### src/rtl/dma_arb_pkg.sv
// Shared types and helpers for the round-robin DMA bus arbiter.
package dma_arb_pkg;

   typedef enum logic [1:0] {
      IDLE    = 2'd0,
      GRANT   = 2'd1,
      RELEASE = 2'd2
   } arb_state_t;

   // Index width for n items, never narrower than one bit.
   function automatic int unsigned clog2_min1(input int unsigned n);
      return (n <= 32'd2) ? 32'd1 : 32'($clog2(n));
   endfunction

endpackage

### src/rtl/dma_rr_picker.sv
// Combinational round-robin picker: first requester after ptr_i, wrapping modulo NUM_CH.
module dma_rr_picker
   import dma_arb_pkg::*;
#(
   parameter  int unsigned NUM_CH = 2,
   localparam int unsigned CH_W   = clog2_min1(NUM_CH)
) (
   input  logic [NUM_CH-1:0] req_i,
   input  logic [CH_W-1:0]   ptr_i,
   output logic [CH_W-1:0]   winner_c_o,
   output logic              valid_c_o
);

   int unsigned idx;

   always_comb begin
      winner_c_o = '0;
      valid_c_o  = 1'b0;
      idx        = 0;
      for (int unsigned k = 1; k <= NUM_CH; k++) begin
         idx = (32'(ptr_i) + k) % NUM_CH;
         if (!valid_c_o && req_i[CH_W'(idx)]) begin
            winner_c_o = CH_W'(idx);
            valid_c_o  = 1'b1;
         end
      end
   end

endmodule

### src/rtl/dma_rr_arbiter.sv
// N-channel DMA bus arbiter with round-robin fairness, idle park channel and turnaround cycle.
// Define DMA_ARB_TIMEOUT_EN to bound each grant to TIMEOUT_CYC cycles.
module dma_rr_arbiter
   import dma_arb_pkg::*;
#(
   parameter  int unsigned NUM_CH      = 2,
   parameter  int unsigned ADDR_W      = 8,
   parameter  int unsigned PARK_CH     = 0,
   parameter  int unsigned TIMEOUT_CYC = 255,
   localparam int unsigned CH_W        = clog2_min1(NUM_CH)
) (
   input  logic                     Clk,
   input  logic                     Rst,
   input  logic [NUM_CH-1:0]        Req,
   input  logic [NUM_CH-1:0]        Done,
   input  logic [NUM_CH*ADDR_W-1:0] Address_ch,
   input  logic [NUM_CH-1:0]        Cs_ch,
   input  logic [NUM_CH-1:0]        Bus_req_ch,
   output logic [NUM_CH-1:0]        Enable,
   output logic [ADDR_W-1:0]        Address,
   output logic                     Cs,
   output logic                     Bus_req,
   output logic [CH_W-1:0]          Owner,
   output logic                     Busy,
   output logic                     Timeout
);

   localparam logic [NUM_CH-1:0] PARK_OH = NUM_CH'(1) << PARK_CH;

   if (NUM_CH < 2) begin : g_chk_num_ch
      $error("dma_rr_arbiter: NUM_CH must be >= 2");
   end
   if (PARK_CH >= NUM_CH) begin : g_chk_park
      $error("dma_rr_arbiter: PARK_CH out of range");
   end
   if (TIMEOUT_CYC < 1) begin : g_chk_timeout
      $error("dma_rr_arbiter: TIMEOUT_CYC must be >= 1");
   end

   arb_state_t        state_q;
   logic [CH_W-1:0]   owner_q;
   logic [CH_W-1:0]   ptr_q;
   logic [NUM_CH-1:0] enable_q;
   logic              busy_q;
   logic              timeout_q;

   logic [CH_W-1:0]   pick_idx_c;
   logic              pick_vld_c;
   logic              done_own_c;
   logic              tmo_hit_c;
   logic [ADDR_W-1:0] addr_arr [NUM_CH];

   dma_rr_picker #(.NUM_CH(NUM_CH)) u_picker (
      .req_i      (Req),
      .ptr_i      (ptr_q),
      .winner_c_o (pick_idx_c),
      .valid_c_o  (pick_vld_c)
   );

   for (genvar g = 0; g < NUM_CH; g++) begin : g_addr
      assign addr_arr[g] = Address_ch[g*ADDR_W +: ADDR_W];
   end

   assign done_own_c = Done[owner_q];

`ifdef DMA_ARB_TIMEOUT_EN
   localparam int unsigned CNT_W = clog2_min1(TIMEOUT_CYC + 1);

   logic [CNT_W-1:0] cnt_q;

   // Counts completed GRANT cycles; held at zero outside GRANT.
   always_ff @(posedge Clk) begin
      if (Rst || state_q != GRANT) begin
         cnt_q <= '0;
      end else begin
         cnt_q <= cnt_q + 1'b1;
      end
   end

   assign tmo_hit_c = (cnt_q == CNT_W'(TIMEOUT_CYC - 1));
`else
   assign tmo_hit_c = 1'b0;
`endif

   always_ff @(posedge Clk) begin
      if (Rst) begin
         state_q   <= IDLE;
         owner_q   <= '0;
         ptr_q     <= CH_W'(NUM_CH - 1);
         enable_q  <= PARK_OH;
         busy_q    <= 1'b0;
         timeout_q <= 1'b0;
      end else begin
         timeout_q <= 1'b0;
         case (state_q)
            IDLE: begin
               if (pick_vld_c) begin
                  state_q  <= GRANT;
                  owner_q  <= pick_idx_c;
                  enable_q <= NUM_CH'(1) << pick_idx_c;
                  busy_q   <= 1'b1;
               end
            end
            GRANT: begin
               // Done on the limit cycle wins, so Timeout only flags a forced release.
               if (done_own_c || tmo_hit_c) begin
                  state_q   <= RELEASE;
                  enable_q  <= '0;
                  busy_q    <= 1'b0;
                  timeout_q <= ~done_own_c;
               end
            end
            RELEASE: begin
               state_q  <= IDLE;
               ptr_q    <= owner_q;
               enable_q <= PARK_OH;
            end
            default: begin
               state_q  <= IDLE;
               enable_q <= PARK_OH;
               busy_q   <= 1'b0;
            end
         endcase
      end
   end

   // Bus signals follow the owner live while granted, quiet otherwise.
   always_comb begin
      Address = '0;
      Cs      = 1'b0;
      Bus_req = 1'b0;
      if (state_q == GRANT) begin
         Address = addr_arr[owner_q];
         Cs      = Cs_ch[owner_q];
         Bus_req = Bus_req_ch[owner_q];
      end
   end

   assign Enable  = enable_q;
   assign Owner   = owner_q;
   assign Busy    = busy_q;
   assign Timeout = timeout_q;

endmodule

### config.mk
export PLATFORM = sky130hd
export DESIGN_NAME = dma_rr_arbiter
export DESIGN_NICKNAME = d
export VERILOG_FILES = /design/src/rtl/dma_arb_pkg.sv /design/src/rtl/dma_rr_picker.sv /design/src/rtl/dma_rr_arbiter.sv
export SDC_FILE = /design/constraint.sdc
export NUM_CORES = 1
export LEC_CHECK = 0
export BUFFER_PORTS_ARGS = -buffer_cell sky130_fd_sc_hd__buf_2
export CORE_MARGIN = 4
export CORE_UTILIZATION = 37
export CTS_BUF_LIST = sky130_fd_sc_hd__clkbuf_16
export CTS_CLUSTER_SIZE = 8
export DETAILED_ROUTE_END_ITERATION = 6
export PLACE_DENSITY = 0.77
export SYNTH_ARGS = -nofsm -noshare
export SYNTH_HDL_FRONTEND = slang
export SYNTH_SLANG_ARGS = --single-unit
### constraint.sdc
create_clock -name Clk -period 1.2 [get_ports Clk]
set_input_delay 0.18 -clock Clk [delete_from_list [all_inputs] [get_ports Clk]]
set_output_delay 0.18 -clock Clk [all_outputs]
set_load 0.02 [all_outputs]
# Yosys cells after proc, flatten, opt, wreduce, memory -nomap -nowiden
# Index checks and enable logic that the tools add are counted.
# W data, S select, Z words.
[word_totals]
ff_bits = 8
latchBits = 0
mem_bits_rw = 0
romBits = 0
input_bits = 26
wordCells = 57
n_memories = 0
[op_classes]
addsub = 2
mul = 0
div = 0
order_cmp = 4
n_eq_ne = 4
shift = 1
mux = 29
bitwise_logic = 4
n_reduce_logical = 7
[ops]
columns = ["operator", "count"]
rows = [
  ["$mux W8", 4],
  ["$mux W1", 18],
  ["$mux W2", 4],
  ["$pmux W2 S2", 2],
  ["$lt A1 B2 Y1 const B", 3],
  ["$ne A2 B2 Y1 const B", 2],
  ["$reduce_and A2 Y1", 2],
  ["$not A1 Y1", 3],
  ["$pmux W1 S3", 1],
  ["$reduce_and A3 Y1", 1],
  ["$reduce_or A3 Y1", 1],
  ["$add A1 B1 Y1 const B", 2],
  ["$eq A2 B1 Y1 const B", 1],
  ["$eq A2 B2 Y1 const B", 1],
  ["$ge A2 B2 Y1 const B", 1],
  ["$logic_not A2 Y1", 1],
  ["$not A1 Y2", 1],
  ["$shl A1 B1 Y2 const A", 1],
  ["$logic_and A1 B1 Y1", 1],
  ["$logic_not A1 Y1", 1],
]

# Depth between registers and ports, before layout
[logic_depth]
word_depth = 10
ltp_mapped = 4
depth_no_buf = 3

# Modules after synthesis
# A second synthesis with hierarchy kept.
[hier_totals]
cells_unflattened = 59
hier_area_um2 = 535.5
[by_module_without_submodules]
columns = ["module", "instances", "cells_each", "area_per_inst_um2", "seq_area_each_um2"]
rows = [
  ["dma_rr_arbiter", 1, 57, 521.8, 160.2],
  ["dma_rr_picker", 1, 2, 13.8, 0.0],
]

# Worst setup path after synthesis
# Ideal clock, no wire load.
[synth_path]
path_kind = "register to output"
startpoint = "register owner_q, in the netlist Owner"
endpoint = "output Address[0]"
arrival_ns = 1.135
required_ns = 1.020
setup_slack_ns = -0.115
path_stages_with_launch = 4
path_buffers = 1
path_cell_list = "dfxtp_1 > buf_4 > mux2i_1 > nor2_1"
[synth_between]
elab_chain_len = 5
[synth_rtl]
columns = ["item", "line_no", "rtl"]
rows = [
  ["start, declared", "dma_rr_arbiter.sv:41", "logic [CH_W-1:0] owner_q;"],
  ["start signal, assigned", "dma_rr_arbiter.sv:99", "owner_q <= pick_idx_c;"],
  ["$not A1 Y2 (implied by the code)", "dma_rr_arbiter.sv:133", "Address = addr_arr[owner_q];"],
  ["$mux W8 (implied by the code) (3 in series)", "dma_rr_arbiter.sv:133", ""],
  ["$mux W8", "dma_rr_arbiter.sv:132", "if (state_q == GRANT) begin"],
  ["end, declared", "dma_rr_arbiter.sv:20", "output logic [ADDR_W-1:0] Address,"],
]
# Every way passes these cells. The select of a mux whose other input is x is not followed.

# Final worst setup path
# Same ends and word-level chain as after synthesis.

==> results.toml <==
[run_status]
outcome = "finished with violations"
violations = "setup timing"

[placed_design]
dp_slack_ps = 63.64
port_buffers = 40
gp_congestion = 0.7701
dp.final_hpwl_um = 1066

[global_route]
grt_max_degree = 12
grt_first_pass_wirelength_um = 2463
grt_pass1_vias = 597
grtUsageTotal_pct = 16.58
grt-ovfl-total = 0
antenna_found_initial = 0

[routing]
top_layer = "met4"
drt_first_pass_iters = 4
vias_per_cell = 4.942
drtIter0Drc = 9
via_count = 593
wl_met2_um = 689
wl_um = 1459
wire_per_inst_um = 12.16
wl_met3_um = 180
ant_nets = 0
wl_met1_um = 573
remaining_drc_errors = 0

[sta]
fin_crit_sh_pct = 110.8
setup_viol = 10
fmax_mhz = 752.4
period_minus_slack_ps = 1329
finClkSkew_ps = 0.8272
finalHoldViolCount = 0
slew_violations = 0
timing.final.ws_setup_ps = -129.1
rsz0062_at_grt = "yes"

[yosys]
avgSynthCellArea_um2 = 8.362
synth_top_area_share_pct = 31.92
ys_ff_latch = 8
ys_top_cells_by_area = "dfxtp_1 (32%), mux2i_1 (22%), nor2_1 (9.7%)"
synth_edf_count = 0
synth_area_leader_cell = "dfxtp_1"
syn-num-nets = 86
ys_seq_area_share_pct = 31.92
synth_cell_types = 26
synthCells = 60
synth_area_um2 = 501.7
yosys_warnings = 0
ys.flop_type = "dfxtp_1"
ys_async_sr_fraction_pct = 0

[critical_path]
critPathMaxStageDelay_ps = 370
cp.required_ps = 1020
crit_fanout = 8
reg2reg_depth = 4
crit_chain = "buf_12, mux2i_2, nor2_2, buf_6"
cp-end-kind = "output port"
worstSetupPathType = "reg2out"
crit_slowest_cell = "dfxtp_4"
start_kind = "flip-flop"
crit_arrival_ps = 1150

[die]
row_count = 13
initial_utilization_pct = 39.05
dieWidth_um = 44.83
fp.dieArea_mm2 = 0.002009
core_mm2 = 0.001285
io_pins = 41
die_height_um = 44.83

[power_and_ir_drop]
total_power_w = 0.001258
ir_drop_mv = 0.6895
p_leak_nw = 0.4343
p_per_area_mw_per_mm2 = 1286

[cells_and_area]
final_nets = 133
drive_gt1_share_pct = 66.67
final_cell_mix = "buf_2 (30), nor2_2 (10), buf_6 (9), dfxtp_1 (6), mux2i_1 (6)"
layout_commonest_cell = "buf_2"
area_growth_syn_to_layout_pct = 95.01
n_fill_cell = 79
num_antenna_cells = 0

[worst_hold_path]
hold_path.class = "in2reg"
hold_path_depth = 2

[flow_run]
maxCapViolations = 0

[cts]
cts.reportedPaths.clkPinSlew_ps = 40
cts_hold_buffers = 0
worstSkewPairLatency_ps = 230
h-tree-depth = 1
cts_buffer_depth = 2
cts.sinks = 8
numCtsBuffers = 3
cts_tree = "yes"
ctsRootBufferMaster = "clkbuf_16"
path summary, 6_finish.rpt:
check | from | endpoint | slack (ps)
worst max-delay path | Owner | Address[0] | -130
worst min-delay path | Rst | Owner | 220
worst max register to register | Owner | Busy | 70
worst min register to register | Busy | Busy | 500
sequential cells by signal (all words and copies together), names as in the netlist:
signal,flops
Enable,2
state_q,2
Busy,1
Owner,1
Timeout,1
ptr_q,1
metrics by stage:
stage | hold slack (ps) | cells | util, % | instance area, um2 | setup TNS, ps
floorplan | 354.2 | 60 | - | 525.5 | 0
global placement | 455.2 | 116 | 60.95 | 783.3 | 0
detailed placement | 447.9 | 116 | 60.95 | 783.3 | 0
CTS | 213.1 | 120 | 73.81 | 948.4 | -1053
global route | 246.0 | 120 | 76.14 | 978.4 | -1522
finish | 216.9 | 120 | 76.14 | 978.4 | -1171
what timing repair did:
action | CTS | global route
setup endpoints to repair | 10 | 14
cloned | 0 | 0
resized for setup | 24 | 8
buffers inserted | 1 | 0
cell usage after synthesis (all sizes together), types with 2 or more instances:
| cell | instances |
|---|---|
| dfxtp | 8 |
| nand3 | 2 |
| mux2i | 12 |
| a21oi | 4 |
| nor2b | 2 |
| nor2 | 13 |
| buf | 3 |
| nand2 | 2 |
layer usage:
metal / up-vias / track usage (%)
li1: 301 / -
met5: - / 0
met4: 0 / 5.263
met2: 34 / 28.37
met3: 3 / 5.578
met1: 255 / 19.42
layout make-up:
type / count / area, um2 / area share (%)
multi-input cells: 49 / 395.4 / 40.41
clock buffers: 3 / 75.07 / 7.673
flip-flops and latches: 8 / 167.7 / 17.14
well taps: 15 / 18.77 / 1.918
repair buffers: 45 / 321.6 / 32.86
where the power goes:
part           leakage [nW]  internal, W  total (W)  switching [W]
clock network        0.0370     0.000430   0.000561       0.000131
registers            0.0674     0.000289   0.000311      0.0000215
logic                 0.330     0.000200   0.000386       0.000186
total                 0.434     0.000919    0.00126       0.000339
worst max-delay path: cells and delay by family, from the launching register on:
kind | cells | cell delay (ps)
and+or+nand+nor | 1 | 50
muxes | 1 | 230
DFF | 1 | 370
buffers and inverters | 2 | 270
logic make-up after synthesis:
logic type,Yosys count,share of synthesized area (%)
buffers and inverters,3,3.241
other,1,0.7474
AND/OR/NAND/NOR,24,22.20
flip-flops,8,31.92
multiplexers,12,24.69
AO/OA/AOI/OAI,12,17.21
No activity file was read; power rests on OpenSTA's default activity.
